$ cat src/rtl/conv_row_loader.sv
// Row fetcher for the convolution datapath: reads one image row per request from
// the image RAM and streams it, in ascending address order, into the RAM shift register.
module conv_row_loader #(
    parameter int DATA_WIDTH   = 8,
    parameter int RAM_SR_DEPTH = 4,
    parameter int NUM_ROWS     = 8,
    parameter int ADDR_WIDTH   = 6
) (
    input  logic                  clock,
    input  logic                  reset,
    input  logic                  start,
    output logic                  ram_rd_en,
    output logic [ADDR_WIDTH-1:0] ram_addr,
    input  logic [DATA_WIDTH-1:0] ram_rd_data,
    output logic [DATA_WIDTH-1:0] row_data,
    output logic                  row_data_valid,
    output logic                  row_shift_in_rdy,
    input  logic                  shift_row_up,
    output logic                  load_done,
    output logic                  busy
);

    localparam int CW = (RAM_SR_DEPTH > 1) ? $clog2(RAM_SR_DEPTH) : 1;
    localparam int RW = (NUM_ROWS > 1) ? $clog2(NUM_ROWS) : 1;

    localparam logic [CW-1:0]         LAST_WORD = CW'(RAM_SR_DEPTH - 1);
    localparam logic [RW-1:0]         LAST_ROW  = RW'(NUM_ROWS - 1);
    localparam logic [ADDR_WIDTH-1:0] ROW_STEP  = ADDR_WIDTH'(RAM_SR_DEPTH);

    typedef enum logic [2:0] {
        S_IDLE,
        S_READ,
        S_DRAIN,
        S_READY,
        S_DONE
    } state_e;

    state_e                state_q, state_d;
    logic [CW-1:0]         word_cnt_q, word_cnt_d;
    logic [RW-1:0]         row_idx_q, row_idx_d;
    logic [ADDR_WIDTH-1:0] base_q, base_d;
    logic [ADDR_WIDTH-1:0] addr_q, addr_d;
    logic                  rd_en_q, rd_en_d;
    logic                  valid_q, valid_d;
    logic                  rdy_q, rdy_d;
    logic                  done_q, done_d;
    logic                  busy_q, busy_d;

    always_comb begin
        state_d    = state_q;
        word_cnt_d = word_cnt_q;
        row_idx_d  = row_idx_q;
        base_d     = base_q;
        addr_d     = addr_q;
        rd_en_d    = 1'b0;
        rdy_d      = 1'b0;
        done_d     = 1'b0;
        // RAM returns data one cycle after the strobe, so valid is the strobe delayed.
        valid_d    = rd_en_q;

        case (state_q)
            S_IDLE: begin
                addr_d = '0;
                if (start) begin
                    state_d    = S_READ;
                    word_cnt_d = '0;
                    row_idx_d  = '0;
                    base_d     = '0;
                    addr_d     = '0;
                    rd_en_d    = 1'b1;
                end
            end
            S_READ: begin
                if (word_cnt_q == LAST_WORD) begin
                    state_d = S_DRAIN;
                end else begin
                    word_cnt_d = word_cnt_q + 1'b1;
                    addr_d     = addr_q + 1'b1;
                    rd_en_d    = 1'b1;
                end
            end
            S_DRAIN: begin
                state_d = S_READY;
                rdy_d   = 1'b1;
            end
            S_READY: begin
                if (shift_row_up) begin
                    if (row_idx_q == LAST_ROW) begin
                        state_d = S_DONE;
                        done_d  = 1'b1;
                    end else begin
                        // Running base replaces row_idx*RAM_SR_DEPTH.
                        state_d    = S_READ;
                        row_idx_d  = row_idx_q + 1'b1;
                        base_d     = base_q + ROW_STEP;
                        addr_d     = base_q + ROW_STEP;
                        word_cnt_d = '0;
                        rd_en_d    = 1'b1;
                    end
                end else begin
                    rdy_d = 1'b1;
                end
            end
            S_DONE: begin
                state_d = S_IDLE;
                addr_d  = '0;
            end
            default: begin
                state_d = S_IDLE;
                addr_d  = '0;
            end
        endcase

        busy_d = (state_d != S_IDLE);
    end

    always_ff @(posedge clock or posedge reset) begin
        if (reset) begin
            state_q    <= S_IDLE;
            word_cnt_q <= '0;
            row_idx_q  <= '0;
            base_q     <= '0;
            addr_q     <= '0;
            rd_en_q    <= 1'b0;
            valid_q    <= 1'b0;
            rdy_q      <= 1'b0;
            done_q     <= 1'b0;
            busy_q     <= 1'b0;
        end else begin
            state_q    <= state_d;
            word_cnt_q <= word_cnt_d;
            row_idx_q  <= row_idx_d;
            base_q     <= base_d;
            addr_q     <= addr_d;
            rd_en_q    <= rd_en_d;
            valid_q    <= valid_d;
            rdy_q      <= rdy_d;
            done_q     <= done_d;
            busy_q     <= busy_d;
        end
    end

    assign ram_rd_en        = rd_en_q;
    assign ram_addr         = addr_q;
    assign row_data         = ram_rd_data;
    assign row_data_valid   = valid_q;
    assign row_shift_in_rdy = rdy_q;
    assign load_done        = done_q;
    assign busy             = busy_q;

endmodule

$ cat config.mk
export PLATFORM = sky130hd
export DESIGN_NAME = conv_row_loader
export DESIGN_NICKNAME = d
export VERILOG_FILES = /design/src/rtl/conv_row_loader.sv
export SDC_FILE = /design/constraint.sdc
export NUM_CORES = 1
export LEC_CHECK = 0
export ABC_AREA = 1
export ABC_CLOCK_PERIOD_IN_PS = 3800
export CORE_MARGIN = 5
export CORE_UTILIZATION = 50
export CTS_BUF_LIST = sky130_fd_sc_hd__clkbuf_8
export CTS_CLUSTER_SIZE = 10
export DETAILED_ROUTE_END_ITERATION = 7
export GPL_TIMING_DRIVEN = 0
export PLACE_DENSITY = 0.81
export SETUP_SLACK_MARGIN = 0.02
export SLEW_MARGIN = 20
export SYNTH_ARGS = -nofsm -noshare
export SYNTH_HDL_FRONTEND = slang
export SYNTH_SLANG_ARGS = --single-unit
$ cat constraint.sdc
create_clock -name clock -period 3.8 [get_ports clock]
set_input_delay 0.76 -clock clock [delete_from_list [all_inputs] [get_ports clock]]
set_output_delay 0.76 -clock clock [all_outputs]
set_load 0.05 [all_outputs]
* Word level (Yosys, flattened, before mapping) *
Cells that the tools add are included.

storage, ports and cells
  flip-flop bits (word level) = 25
  input bits = 12

cells by class
  equality and inequality tests = 9
  mux-type cells = 30
  reductions and logical operators = 7
  add/sub/neg operators = 4
  bitwise gates (word level) = 1

operators with widths
  kind                                                                   number
  6-bit 2-to-1 mux                                                       4
  3-bit 2-to-1 mux                                                       7
  6-bit case mux with 3 select lines                                     1
  3-bit case mux with 4 select lines                                     1
  6-bit case mux with 2 select lines                                     1
  1-bit 2-to-1 mux                                                       8
  2-bit 2-to-1 mux                                                       4
  2-bit inequality test, second input constant                           4
  4-bit AND reduction                                                    2
  6-bit by 1-bit adder with 6-bit output, second input constant          1
  6-bit by 3-bit adder with 6-bit output, second input constant          1
  3-bit by 2-bit equality test with 1-bit output, second input constant  2
  2-bit case mux with 3 select lines                                     1
  3-bit case mux with 2 select lines                                     1
  3-bit nonzero test                                                     2
  5-bit AND reduction                                                    1
  3-bit by 1-bit adder with 3-bit output, second input constant          1
  3-bit by 1-bit equality test with 1-bit output, second input constant  1
  3-bit equality test, second input constant                             1
  3-bit logical NOT                                                      1
  1-bit case mux with 3 select lines                                     1
  2-bit by 1-bit adder with 2-bit output, second input constant          1
  2-bit equality test, second input constant                             1
  1-bit case mux with 2 select lines                                     1
  other kinds (2)                                                        2

* Longest topological paths before layout *
  word-level depth = 5
  mapped depth = 8
  gate-level depth less buffers = 8

* Worst setup path before layout *
OpenSTA, ideal clock, no wires.

  path type = input to output
  start = in ram_rd_data[0]
  end = out row_data[0]
  arrival time = 0.930 ns
  path buffers = 1
  stages on the path = 1
  setup slack = 2.110 ns
  path through = buf_4

RTL lines
  what             line  RTL
  start, declared  14    input logic [DATA_WIDTH-1:0] ram_rd_data,
  end, declared    15    output logic [DATA_WIDTH-1:0] row_data,

No word-level cell between the ends.

* Worst setup path in the final report *
  start = in ram_rd_data[3]
  end = out row_data[3]

No word-level cell between the ends.

==> metrics.md <==
| Metric | Value |
|---|---|
| Status | finished, final reports clean |
| #FFs+latches synth | 23 |
| Fin. max-slew vios | 0 |
| Count of cell types in the netlist | 20 |
| Fin cells | 199 |
| Crit path buffers/inverters | 2 |
| VDD IR max | 0.598 mV |
| Vias in the first global route | 1040 |
| Area growth from synthesis to layout | 24.6% |
| Final Util | 66.8% |
| Ranking of synthesized cells by area | dfrtp_1 47%, nand2_1 13%, nand3_1 5.3% |
| Post-synth EDFFs | 0 |
| Starting Density | 53.6% |
| Ports | 31 |
| Hold buffers post-CTS | 0 |
| Kind of critical path | input pin to output port |
| CTS tree | done |
| WHS | 0.376 ns |
| Critical-path top delay cell | clkdlybuf4s50_1 |
| Reg area | 576 um2 |
| DRT iter0 DRCs | 29 |
| Achievable Freq | 0.418 GHz |
| Final net count | 189 |
| First-pass detailed-route iteration total | 4 |
| Yosys top cell by area | dfrtp_1 |
| Die ar. | 0.00353 mm2 |
| Core Box Area | 0.00228 mm2 |
| Area of the multi-input gates | 518 um2 |
| Post-CTS Resized | 0 |
| Synthesized area per cell | 8.41 um2 |
| Cell family with most CP delay | buffers and inverters |
| Largest net degree at the start of global routing | 24 |
| Setup TNS | 0 ns |
| # diodes | 0 |
| Cell Chain, Critical Path | buf_4, clkdlybuf4s50_1 |
| Worst-path clk slew | 0.08 ns |
| Crit path max fanout | 1 |
| GRT Overall Usage | 16.4% |
| Clock tree buffer depth | 2 |
| Cell Area, Synth | 0.00122 mm2 |
| Final setup fails | 0 |
| Root Buffer Master | clkbuf_8 |
| Most frequent cell after synthesis | nand2_1 |
| DR vias/cell | 5.04 |
| Top FF cell, synth | dfrtp_1 |
| Syn nets | 162 |
| Worst slack at placement | 1.40 ns |
| Leakage Power | 0.000794 uW |
| Share of layout cells above drive strength 1 | 14.0% |
| Synth warnings | 0 |
| Worst-skew pair later-pin latency | 0.26 ns |
| Critical Path RT | 3.04 ns |
| Pwr/cell area | 680 mW/mm2 |
| Period Utilization, post-route | 62.9% |
| DP Cell Count | 195 |
| CP Capture Type | output port |
| Post-synth ARST share | 100% |
| Worst slew pin tran | 0.872 ns |
| Post-route ant nets | 0 |
| Buffers on Ports | 22 |
| Max-capacitance violation count | 0 |
| Routed WL per cell | 12.0 um |
| Yosys top cell area share | 47.2% |
| Commonest cells post-synth | 43 x nand2_1, 23 x dfrtp_1, 15 x inv_1, 13 x nand3_1, 11 x nor2_1 |
| Row count | 17 |
| First-pass GRT wire length | 4400 um |
| Antenna violations before repair | 0 |
| Sink Count | 23 |
| Tmin final | 2.39 ns |
| Worst Hold Class | register to register |
| Grt ovf | 0 |
| RSZ-0062 raised after global routing | false |
| Die width | 59.4 um |
| DPL Wire Length | 1880 um |
| DRC | 0 |
| Mapped Cells | 145 |
| Final Hold Vio Count | 0 |
| Final wirelength | 2380 um |
| Total CTS buffers | 3 |
| Slowest stage delay, CP | 0.79 ns |
| Seq/Total Area, Yosys | 47.2% |
| Gp weighted congestion | 0.742 |
| Post-CTS Setup Bufs | 0 |
| Via count | 1002 |
| Crit start category | input pin |
| Fill cells | 190 |
| Worst EP arrival | 1.63 ns |
| Max_slew headroom | 41.8% |
| H-tree depth | 1 |
| Fin worst setup slack | 1.41 ns |
| Die Ht | 59.4 um |
| Clk_skew | 0.00343 ns |
worst paths after layout:
check	cells after the start	startpoint	to	slack, ns
setup / recovery	2	ram_rd_data[3]	row_data[3]	1.41
hold / removal	0	ram_rd_en$_DFF_PP0_	row_data_valid$_DFF_PP0_	0.38
setup reg to reg	8	row_idx_q[0]$_DFFE_PP0P_	word_cnt_q[0]$_DFFE_PP0P_	2.24
hold reg to reg	0	ram_rd_en$_DFF_PP0_	row_data_valid$_DFF_PP0_	0.38
max in group asynchronous	2	reset	row_idx_q[0]$_DFFE_PP0P_	2.28
min in group asynchronous	2	reset	ram_rd_en$_DFF_PP0_	0.98
where the power goes:
group | leakage, uW | switching (uW) | internal (uW)
logic | 0.000466 | 349 | 168
clock network | 0.0000269 | 75.7 | 72.1
registers | 0.000301 | 57.9 | 312
cell families (layout without fill, tap and decap cells):
logic type | Yosys count | after routing | share of synthesized area [%]
simple gates | 76 | 76 | 29.6
compound gates | 15 | 15 | 6.97
xor+xnor | 1 | 1 | 0.718
buf+inv | 25 | 51 | 10.4
fa+ha+maj | 5 | 5 | 5.13
flops | 23 | 23 | 47.2
per-stage QoR:
| stage | cell area [um2] | power [uW] |
|---|---|---|
| after floorplan | 1220 | 747 |
| after global placement | 1480 | 873 |
| after detailed placement | 1480 | 892 |
| after CTS | 1520 | 1040 |
| after global routing | 1520 | 1120 |
| final | 1520 | 1030 |
cell type report:
| type | instances | share of cell area, % |
|---|---|---|
| sequential | 23 | 37.9 |
| multi-input combinational | 97 | 34.1 |
| timing repair buffer | 22 | 14.5 |
| inverter | 17 | 4.36 |
| buffer | 8 | 3.95 |
| clock buffer | 3 | 2.72 |
| tap | 28 | 2.30 |
| clock inverter | 1 | 0.247 |
routing by layer:
layer / GRT usage [%] / wire [um]
met5: 0 / 0
met4: 7.44 / 36
met3: 3.49 / 153
met2: 27.9 / 1210
met1: 19.5 / 978
registers in the layout, indices dropped and copies added (netlist names):
name	cells
ram_addr	6
word_cnt_q	2
busy	1
load_done	1
state_q	3
base_q	4
row_shift_in_rdy	1
row_idx_q	3
row_data_valid	1
ram_rd_en	1
cell usage in the layout, fill, tap and decap left out:
cell type        instances
nand3_1                 13
o21ai_0                  5
nand2_4                  2
nor2_2                   1
a21oi_1                  1
clkdlybuf4s50_1         22
nand2_2                  3
nand2_1                 43
inv_2                    1
clkbuf_8                 3
inv_1                   16
dfrtp_1                 23
o21ai_2                  2
nor2_4                   1
ha_1                     5
o21bai_1                 1
o21ai_1                  6
inv_4                    1
nand3_4                  2
buf_4                    8
xor2_1                   1
nor2_1                  11
(Power assumes the default switching activity.)
